$ cat config.mk
export PLATFORM = sky130hd
export DESIGN_NAME = ci_unit_arbiter
export DESIGN_NICKNAME = d
export VERILOG_FILES = /design/src/rtl/ci_unit_arbiter.sv
export SDC_FILE = /design/constraint.sdc
export NUM_CORES = 1
export LEC_CHECK = 0
export CORE_AREA = 5 5 252 254
export CTS_BUF_LIST = sky130_fd_sc_hd__clkbuf_2 sky130_fd_sc_hd__clkbuf_4 sky130_fd_sc_hd__clkbuf_8
export CTS_CLUSTER_DIAMETER = 30
export DETAILED_ROUTE_END_ITERATION = 10
export DIE_AREA = 0 0 257 259
export SYNTH_ARGS = -nofsm -noshare
export SYNTH_HDL_FRONTEND = slang
export SYNTH_SLANG_ARGS = --single-unit
$ cat constraint.sdc
create_clock -name clk -period 2.5 [get_ports clk]
set_input_delay 0.625 -clock clk [delete_from_list [all_inputs] [get_ports clk]]
set_output_delay 0.625 -clock clk [all_outputs]
set_load 0.005 [all_outputs]
$ cat src/rtl/ci_unit_arbiter.sv
// Round-robin arbiter sharing one fixed-latency custom-instruction unit among
// N_REQ requesters, with a per-requester result register and valid/ready return.
module ci_unit_arbiter #(
  parameter int unsigned DATA_W  = 32,
  parameter int unsigned N_REQ   = 4,
  parameter int unsigned LATENCY = 0
) (
  input  logic                     clk,
  input  logic                     rst,
  input  logic [N_REQ-1:0]         req_valid,
  output logic [N_REQ-1:0]         req_ready,
  input  logic [N_REQ*DATA_W-1:0]  req_in0,
  input  logic [N_REQ*DATA_W-1:0]  req_in1,
  input  logic [N_REQ*DATA_W-1:0]  req_in2,
  output logic [N_REQ-1:0]         rsp_valid,
  input  logic [N_REQ-1:0]         rsp_ready,
  output logic [N_REQ*DATA_W-1:0]  rsp_data,
  output logic                     unit_run,
  output logic                     unit_running,
  output logic [DATA_W-1:0]        unit_in0,
  output logic [DATA_W-1:0]        unit_in1,
  output logic [DATA_W-1:0]        unit_in2,
  input  logic [DATA_W-1:0]        unit_out0,
  output logic                     busy
);

  localparam int unsigned PTR_W    = (N_REQ > 1) ? $clog2(N_REQ) : 1;
  localparam logic [7:0]  CNT_INIT = 8'(LATENCY);

  typedef enum logic {IDLE, EXEC} state_t;

  state_t                   state_q, state_d;
  logic [PTR_W-1:0]         ptr_q, ptr_d;
  logic [PTR_W-1:0]         gnt_q, gnt_d;
  logic [7:0]               cnt_q, cnt_d;
  logic                     run_q, run_d;
  logic [DATA_W-1:0]        in0_q, in0_d, in1_q, in1_d, in2_q, in2_d;
  logic [N_REQ-1:0]         rsp_valid_q, rsp_valid_d;
  logic [N_REQ*DATA_W-1:0]  rsp_data_q, rsp_data_d;

  logic [N_REQ-1:0]         eligible;
  logic                     sel_found;
  logic [PTR_W-1:0]         sel_idx;
  int unsigned              cand;

  // A slot holding an unconsumed result may not issue again.
  assign eligible = req_valid & ~rsp_valid_q;

  always_comb begin
    sel_found = 1'b0;
    sel_idx   = '0;
    cand      = 0;
    for (int unsigned k = 0; k < N_REQ; k++) begin
      cand = 32'(ptr_q) + k;
      if (cand >= N_REQ) cand = cand - N_REQ;
      if (!sel_found && eligible[PTR_W'(cand)]) begin
        sel_found = 1'b1;
        sel_idx   = PTR_W'(cand);
      end
    end
  end

  always_comb begin
    req_ready = '0;
    if (state_q == IDLE && sel_found) req_ready[sel_idx] = 1'b1;
  end

  always_comb begin
    state_d     = state_q;
    ptr_d       = ptr_q;
    gnt_d       = gnt_q;
    cnt_d       = cnt_q;
    run_d       = 1'b0;
    in0_d       = in0_q;
    in1_d       = in1_q;
    in2_d       = in2_q;
    rsp_valid_d = rsp_valid_q & ~rsp_ready;
    rsp_data_d  = rsp_data_q;
    case (state_q)
      IDLE: begin
        if (sel_found) begin
          in0_d   = req_in0[sel_idx*DATA_W +: DATA_W];
          in1_d   = req_in1[sel_idx*DATA_W +: DATA_W];
          in2_d   = req_in2[sel_idx*DATA_W +: DATA_W];
          gnt_d   = sel_idx;
          cnt_d   = CNT_INIT;
          ptr_d   = (sel_idx == PTR_W'(N_REQ - 1)) ? '0 : sel_idx + PTR_W'(1);
          run_d   = 1'b1;
          state_d = EXEC;
        end
      end
      EXEC: begin
        if (cnt_q == '0) begin
          rsp_data_d[gnt_q*DATA_W +: DATA_W] = unit_out0;
          rsp_valid_d[gnt_q]                 = 1'b1;
          state_d                            = IDLE;
        end else begin
          cnt_d = cnt_q - 8'd1;
        end
      end
      default: state_d = IDLE;
    endcase
  end

  always_ff @(posedge clk or negedge rst) begin
    if (!rst) begin
      state_q     <= IDLE;
      ptr_q       <= '0;
      gnt_q       <= '0;
      cnt_q       <= '0;
      run_q       <= 1'b0;
      in0_q       <= '0;
      in1_q       <= '0;
      in2_q       <= '0;
      rsp_valid_q <= '0;
      rsp_data_q  <= '0;
    end else begin
      state_q     <= state_d;
      ptr_q       <= ptr_d;
      gnt_q       <= gnt_d;
      cnt_q       <= cnt_d;
      run_q       <= run_d;
      in0_q       <= in0_d;
      in1_q       <= in1_d;
      in2_q       <= in2_d;
      rsp_valid_q <= rsp_valid_d;
      rsp_data_q  <= rsp_data_d;
    end
  end

  assign unit_run     = run_q;
  assign unit_running = (state_q == EXEC);
  assign busy         = (state_q != IDLE);
  assign unit_in0     = in0_q;
  assign unit_in1     = in1_q;
  assign unit_in2     = in2_q;
  assign rsp_valid    = rsp_valid_q;
  assign rsp_data     = rsp_data_q;

endmodule

Yosys cells after proc, flatten, opt, wreduce, memory -nomap -nowiden
Cells that the tools add are included.
{ "op_classes": {"addsub": 10, "n_lt_le_gt_ge": 12, "n_eq_ne": 3, "shift": 5, "muxes": 36, "bitwise": 6, "n_reduce_logical": 13} }
{ "op_table": {"columns": ["operator", "n"], "rows": [
  ["$shiftx A128 B8 Y32", 3],
  ["$bwmux W128", 1],
  ["$shift A32 B34 Y128 const A", 1],
  ["$shiftx A32 B34 Y128", 1],
  ["$neg A7 Y34", 1],
  ["$lt A2 B3 Y1 const B", 6],
  ["$mux W2", 9],
  ["$mux W8", 2],
  ["$pmux W8 S2", 1],
  ["$mux W1", 13],
  ["$mux W4", 3],
  ["$ge A3 B3 Y1 const B", 3],
  ["$and A4 B4 Y4", 2],
  ["$bmux W1 S2", 4],
  ["$logic_not A8 Y1", 1],
  ["$not A4 Y4", 2],
  ["$sub A2 B1 Y2 const B", 4],
  ["$sub A8 B1 Y8 const B", 1],
  ["$add A2 B2 Y3 const B", 2],
  ["$logic_and A1 B1 Y1", 6],
  ["$reduce_and A2 Y1", 3],
  ["$demux W1 S2", 2],
  ["$ge A2 B1 Y1 const B", 2],
  ["$ne A2 B2 Y1 const B", 2],
  ["other kinds (8)", 10]
]} }
{ "totals": {"ff_bits": 242, "out_inout_bits": 235, "word_cells": 95} }

Longest topological paths before layout
Gate-level depths: netlist (run 1).
{ "logic_depth": {"depth_word": 19, "mapped_depth": 9, "mapped_depth_nobuf": 7} }

Least setup slack after synthesis (run 1)
OpenSTA, ideal clock, no wires.
{ "synth_path": {"path_type": "input-to-output", "startpoint": "input port req_valid[0]", "endpoint": "output port req_ready[3]", "arrival_ps": 1943, "slack_ps": -68, "path_stages": 8, "n_path_buf": 3, "path_cell_list": "and3b_1 -> o21ai_0 -> nor3b_1 -> buf_2 -> buf_4 -> buf_2 -> ha_1 -> and2_1"} }
{ "synth_between": {"elab_chain_len": 18} }
{ "synth_rtl": {"columns": ["item", "line_no", "source"], "rows": [
  ["start: declaration", "10", "input logic [N_REQ-1:0] req_valid,"],
  ["$and A4 B4 Y4 *", "47", "assign eligible = req_valid & ~rsp_valid_q;"],
  ["$bmux W1 S2", "56", "if (!sel_found && eligible[PTR_W'(cand)]) begin"],
  ["$mux W1 (not written as such)", "56", null],
  ["$mux W1", "56", null],
  ["$logic_not A1 Y1", "56", null],
  ["$logic_and A1 B1 Y1", "56", null],
  ["$mux W1", "56", null],
  ["$logic_not A1 Y1", "56", null],
  ["[2 not listed]", null, null],
  ["$logic_not A1 Y1", "56", null],
  ["$logic_and A1 B1 Y1", "56", null],
  ["$mux W2", "56", null],
  ["$lt A2 B3 Y1 (not written as such) or $ge A2 B1 Y1 (tied branches)", "65", "if (state_q == IDLE && sel_found) req_ready[sel_idx] = 1'b1;"],
  ["$logic_and A1 B1 Y1 (not written as such)", "65", null],
  ["$mux W1 (not written as such)", "65", null],
  ["$demux W1 S2", "65", null],
  ["$mux W4 *", "65", null],
  ["end: declaration", "11", "output logic [N_REQ-1:0] req_ready,"]
]} }
Every way passes the cells marked *; elsewhere a longest branch is shown, timed or not. The select of a mux whose other input is x is not followed.

Worst setup path after layout (run 1)
{ "layout_path": {"startpoint": "input port req_valid[2]", "endpoint": "output port req_ready[3]"} }
The elaborated chain is that of the path after synthesis.

==> run summary, run 1 <==
Fin. Hold Viols: 0
Primary FF master, synth: dfrtp_1
sequential-to-total area share from yosys stat: 50.48%
CP Capture Type: primary output
Slew @ Worst Pin: 0.6236 ns
Slew HR: 58.43%
largest net degree at the start of global routing: 97
Die Area: 66,560 µm²
setup ws final: -0.3431 ns
outcome: complete, but fails checks
initial antenna violation count: 4
top post-synthesis cells by count: nand2_1 (364), dfrtp_1 (242), mux2i_1 (192)
P_sw: 3231 µW
Area Growth Syn to Fin: 81.47%
Max-Cap Viols: 0
Comb pwr share: 19.1%
Final #Nets: 2,368
r2r setup slk: 0.03 ns
fmax: 351.7 MHz
critical path type: input port to primary output
Max Root-Sink Buffers: 3
Slew Limit Fails: 0
type of origin of the critical path: input port
CTS Buf Count: 66
Net Sw Frac: 25.72%
worst path required time: 1.88 ns
area of the core: 61,030 µm²
post-DP HPWL: 45.16 mm
P_leak: 0.009775 µW
DRT antenna net count: 0
Global Route Usage Sum: 16.20%
# rows: 91
most common cell in the netlist: nand2_1
final cell count without fillers: 2,775
IO Port Bufs: 660
fraction of power consumed by sequential logic: 33.7%
initial DRC count: 547
clk sinks: 242
CTS clk-pin slew, worst paths: 0.05 ns
share of cells above drive strength 1: 12.61%
Setup Skew: 0.02715 ns
fin crit share: 113.7%
worst-path fanout max: 3
synth unique cells: 42
Synth Net Count: 1,638
unrepaired setup endpoints after global routing: yes
ranking of synthesized cells by area: dfrtp_1 (50%), mux2i_1 (16%), nand2_1 (11%), o221ai_1 (7.0%), o21ai_1 (4.7%)
H-tree depth: 3
arrival time at the worst endpoint: 2.22 ns
DRT Wirelength: 57.04 mm
first-pass GRT wire length: 83.44 mm
Starting Density: 19.66%
crit path time final: 2.843 ns
Syn Std Cell Area: 12,000 µm²
DRC violations left: 0
wire length per cell: 20.56 µm
FF+latch count, synth: 242
Root Driver: clkbuf_8
Post-synth EDFFs: 0
Synth top area share: 50.48%
setup violators final: 7
placed instance count: 2,637
cell taking the most area after synthesis: dfrtp_1
Int Power: 9330 µW
Pwr per Cell Area: 577.0 nW/µm²
Via density: 4.396
post-synthesis cell count: 1,202
via count: 12,200
first drt pass iteration count: 5
fraction of registers with async set/reset: 100.0%
Skew-Pair Late Insertion Delay: 0.62 ns
I/O pin count: 661
routability cong.: 0.9076
HP Class: flip-flop to flip-flop
Place WS: -0.7796 ns
chip height: 259 µm
total of warnings raised by yosys: 0
Die Width: 257 µm
violated checks: negative setup slack
CTS tree: done
vias in the first global route: 12,990
Mean Syn Cell Area: 9.980 µm²
Max VDD drop: 0.2702 mV
Clk pwr share: 47.1%
global route overflow: 0
==> state kept, by name, indices dropped and copies added, names as in the netlist <==
signal,flops
rsp_data,128
unit_in0,32
unit_in1,32
unit_in2,32
cnt_q,8
rsp_valid,4
gnt_q,2
ptr_q,2
busy,1
unit_run,1
==> cell families (layout without fill, tap and decap cells) <==
logic type | Yosys count | count (layout) | share of synthesized area (%)
AO/OA/AOI/OAI | 251 | 251 | 13.75
XOR/XNOR | 2 | 2 | 0.1460
other | 0 | 3 | 0
multiplexers | 192 | 192 | 16.02
AND/OR/NAND/NOR | 403 | 403 | 13.68
buffers and inverters | 102 | 882 | 4.881
flip-flops | 242 | 242 | 50.48
adder cells (fa/ha/maj) | 10 | 10 | 1.043
==> metrics by stage <==
step | instance area [µm²] | power (µW) | hold slack, ns | TNS [ns] | utilization [%]
2_1_floorplan | 12000 | 5036 | 0.3294 | 0 | -
3_3_place_gp | 19910 | 6599 | 0.4557 | -54.05 | 32.62
3_5_place_dp | 19910 | 6626 | 0.4723 | -52.01 | 32.62
4_1_cts | 21700 | 12760 | 0.4788 | -1.297 | 35.56
5_1_grt | 21760 | 13140 | 0.5065 | -1.959 | 35.66
6_report | 21770 | 12560 | 0.4798 | -1.032 | 35.67
==> cells in the final DEF (no fill, tap or decap), types with 3 or more instances in the layout <==
cell type	n
o21ai_1	113
clkinvlp_4	7
buf_4	66
nor2_1	4
nand2b_1	3
diode_2	3
inv_6	4
clkinv_2	9
buf_12	18
nand2_1	362
bufinv_16	7
o21ai_0	30
dfrtp_1	240
inv_1	10
nor3b_2	3
bufbuf_16	3
nor3_2	3
ha_1	9
clkdlybuf4s50_1	652
mux2i_1	192
nand2b_4	3
o221ai_1	96
nand2_4	6
clkbuf_4	10
buf_6	5
clkbuf_8	79
==> power by group through the flow <==
stage / combinational [µW] / sequential, µW / clock, µW
floorplan: 750 / 4290 / 0
global placement: 2310 / 4290 / 0
detailed placement: 2330 / 4300 / 0
CTS: 2430 / 4240 / 6090
global route: 2570 / 4260 / 6320
finish: 2400 / 4240 / 5920
==> worst paths after layout <==
kind,cells after the start,endpoint,startpoint
min in group asynchronous,2,rsp_data[82],rst
max in group asynchronous,3,ptr_q[1],rst
hold reg to reg,2,rsp_data[96],rsp_data[96]
setup reg to reg,9,unit_in0[20],ptr_q[0]
hold / removal,2,rsp_data[96],rsp_data[96]
setup / recovery,9,req_ready[3],req_valid[2]
==> worst max-delay path, cell delays in order <==
cell and delay (ns):
clkdlybuf4s50_1 0.47, nand4bb_1 0.18, o31ai_4 0.09, buf_6 0.13, nor3b_4 0.22, buf_4 0.17
ha_4 0.12, and2_4 0.13, buf_6 0.08
==> routing by layer <==
| layer | part of all wire [%] | wire (µm) | vias up | track usage (%) |
|---|---|---|---|---|
| met5 | 0 | 0 | - | 0 |
| met4 | 1.5 | 842 | 0 | 3.624 |
| met3 | 7.1 | 4053 | 55 | 4.455 |
| met2 | 53 | 30000 | 513 | 29.37 |
| met1 | 39 | 22150 | 5903 | 19.13 |
| li1 | - | - | 5729 | - |
==> final cells by class <==
cell class,count,area (µm²)
Fill cell,6118,39260
Inverter,12,47.55
Clock inverter,29,375.4
Tap cell,790,988.4
Sequential cell,242,6058
Timing Repair Buffer,752,7629
Multi-Input combinational cell,858,5502
Antenna cell,3,7.507
Clock buffer,89,1162
==> repair_timing <==
action | CTS | global route
hold buffers | 1 | 0
gates resized for setup | 42 | 7
buffers inserted | 9 | 5
endpoints found under the hold margin | 35 | 0
cloned | 3 | 0
pin swaps | 6 | 7
endpoints found under the setup margin | 34 | 28
Note: power is estimated with default switching activity, not from simulation.
==> run 2: changes to the inputs <==
- CTS_BUF_LIST: sky130_fd_sc_hd__clkbuf_2 sky130_fd_sc_hd__clkbuf_4 sky130_fd_sc_hd__clkbuf_8 -> sky130_fd_sc_hd__clkbuf_4
==> run 2 against run 1 <==
The run still ends with negative setup slack left. Flip-flop and latch count did not move. Wire length up 0.15%. Critical path depth unchanged. Largest power group unchanged.
==> run summary, run 2 (synthesis gave the netlist of run 1 again) <==
Slew HR: 58.23%
Pwr per Cell Area: 517.1 nW/µm²
# rows: 91
type of origin of the critical path: flip-flop
Area Growth Syn to Fin: 77.26%
most common cell after layout, fill and taps aside: clkdlybuf4s50_1
Critical Path Max Stage Delay: 0.40 ns
placed instance count: 2,637
fin crit share: 118.4%
routability cong.: 0.9076
IO Port Bufs: 660
share of cells above drive strength 1: 12.89%
H-tree depth: 3
Global Route Usage Sum: 16.21%
M1 GR Usage: 19.00%
critical path, cell by cell: nand2b_4, buf_6, o21a_1, o22ai_2, buf_4, inv_4, ha_4, and2_4, buf_6
CTS Buf Count: 76
clk sinks: 242
violated checks: negative setup slack
DRT Wirelength: 57.13 mm
Fin. Hold Viols: 0
area of the core: 61,030 µm²
Starting Density: 19.66%
chip height: 259 µm
CTS tree: done
Setup Skew: 0.05141 ns
Die Width: 257 µm
worst-path fanout max: 3
setup ws final: -0.4596 ns
Final #Nets: 2,378
fraction of power consumed by sequential logic: 38.5%
global route overflow: 0
met3 Track Usage GR: 4.795%
Root Driver: clkbuf_4
largest net degree at the start of global routing: 97
vias in the first global route: 13,110
arrival time at the worst endpoint: 2.33 ns
I/O pin count: 661
first-pass GRT wire length: 83.48 mm
worst path required time: 1.88 ns
Int Power: 8010 µW
Comb pwr share: 21.5%
final cell count without fillers: 2,794
first drt pass iteration count: 4
crit path time final: 2.960 ns
initial DRC count: 590
outcome: complete, but fails checks
GR peak layer: met2
P_leak: 0.009664 µW
DRC violations left: 0
CP max-delay cell: dfrtp_1
Die Area: 66,560 µm²
critical path type: flip-flop to primary output
Clk pwr share: 40.0%
post-DP HPWL: 45.16 mm
HP Class: input port to asynchronous set/reset pin
P_sw: 2986 µW
Largest register FFs: 128
Via density: 4.399
fill count: 6,205
total design power: 11,000 µW
most frequent cells in the layout: clkdlybuf4s50_1 (629), nand2_1 (362), dfrtp_1 (239)
Slew Limit Fails: 0
CTS clk-pin slew, worst paths: 0.07 ns
unrepaired setup endpoints after global routing: yes
fmax: 337.9 MHz
Net Sw Frac: 27.16%
DRT antenna net count: 0
wire length per cell: 20.45 µm
Slew @ Worst Pin: 0.6265 ns
Max VDD drop: 0.2188 mV
CP bufs+invs: 4
CP most frequent cell: buf_6
Max-Cap Viols: 0
setup violators final: 4
top cell family by delay on the critical path: buffers and inverters
Max Root-Sink Buffers: 3
Skew-Pair Late Insertion Delay: 0.79 ns
CP Capture Type: primary output
met2 GRT Util: 29.29%
via count: 12,290
initial antenna violation count: 6
-- run 2: changes by cell type in the layout (fill, tap and decap cells not counted), moves of 2 or more --
cell and change:
clkbuf_8 -79, clkdlybuf4s50_1 -23, dlygate4sd2_1 +22, clkinv_8 -2, clkinv_1 +12, clkbuf_4 +96
inv_6 -2, bufinv_16 -2, clkinvlp_4 -4
-- run 2: timing repair --
action	CTS	global route
cloned	3	0
setup endpoints to repair	58	17
gates resized for setup	68	6
hold buffers	1	0
setup buffers	11	3
hold endpoints to repair	52	0
pin swaps	5	6
-- run 2: power by group through the flow --
stage / clock network (µW) / logic, µW / registers [µW]
5_1_grt: 4810 / 2530 / 4250
4_1_cts: 4600 / 2400 / 4230
3_5_place_dp: 0 / 2330 / 4300
3_3_place_gp: 0 / 2310 / 4290
6_report: 4400 / 2370 / 4230
2_1_floorplan: 0 / 750 / 4290
-- run 2: area by class of cell --
cell class                      count  area, µm²  area share, %
Sequential cell                   242       6060          28.49
Inverter                           12      47.55         0.2236
Antenna cell                        3      7.507        0.03530
Clock inverter                     31      279.0          1.312
Tap cell                          790      988.4          4.648
Multi-Input combinational cell    858       5490          25.82
Timing Repair Buffer              752       7597          35.73
Clock buffer                      106      795.8          3.742
-- run 2: stage by stage --
step           area, µm²  hold WS [ns]  worst slack, ns  TNS (ns)  utilization, %
4_1_cts            21220        0.3068          -0.5819    -2.130           34.78
3_5_place_dp       19910        0.4723          -0.7796    -52.01           32.62
2_1_floorplan      12000        0.3294          0.03485         0               -
6_report           21270        0.4474          -0.4596    -1.652           34.85
5_1_grt            21260        0.3335          -0.6189    -2.290           34.84
3_3_place_gp       19910        0.4557          -0.7687    -54.05           32.62
-- run 2: layer usage --
layer	up-vias	wire length [µm]
li1	5796	-
met4	2	821
met3	65	3933
met5	-	12
met2	500	29990
met1	5928	22370
-- run 2: final timing paths --
kind	from	to	slack (ns)	cells after the start
max in group asynchronous	rst	ptr_q[1]	1.28	3
hold / removal	rst	rsp_data[82]	0.45	2
min in group clk	rsp_ready[1]	rsp_valid[1]	0.46	2
setup reg to reg	rsp_valid[0]	unit_in2[3]	0.10	12
setup / recovery	rsp_valid[0]	req_ready[3]	-0.46	9
hold reg to reg	rsp_data[13]	rsp_data[13]	0.48	2
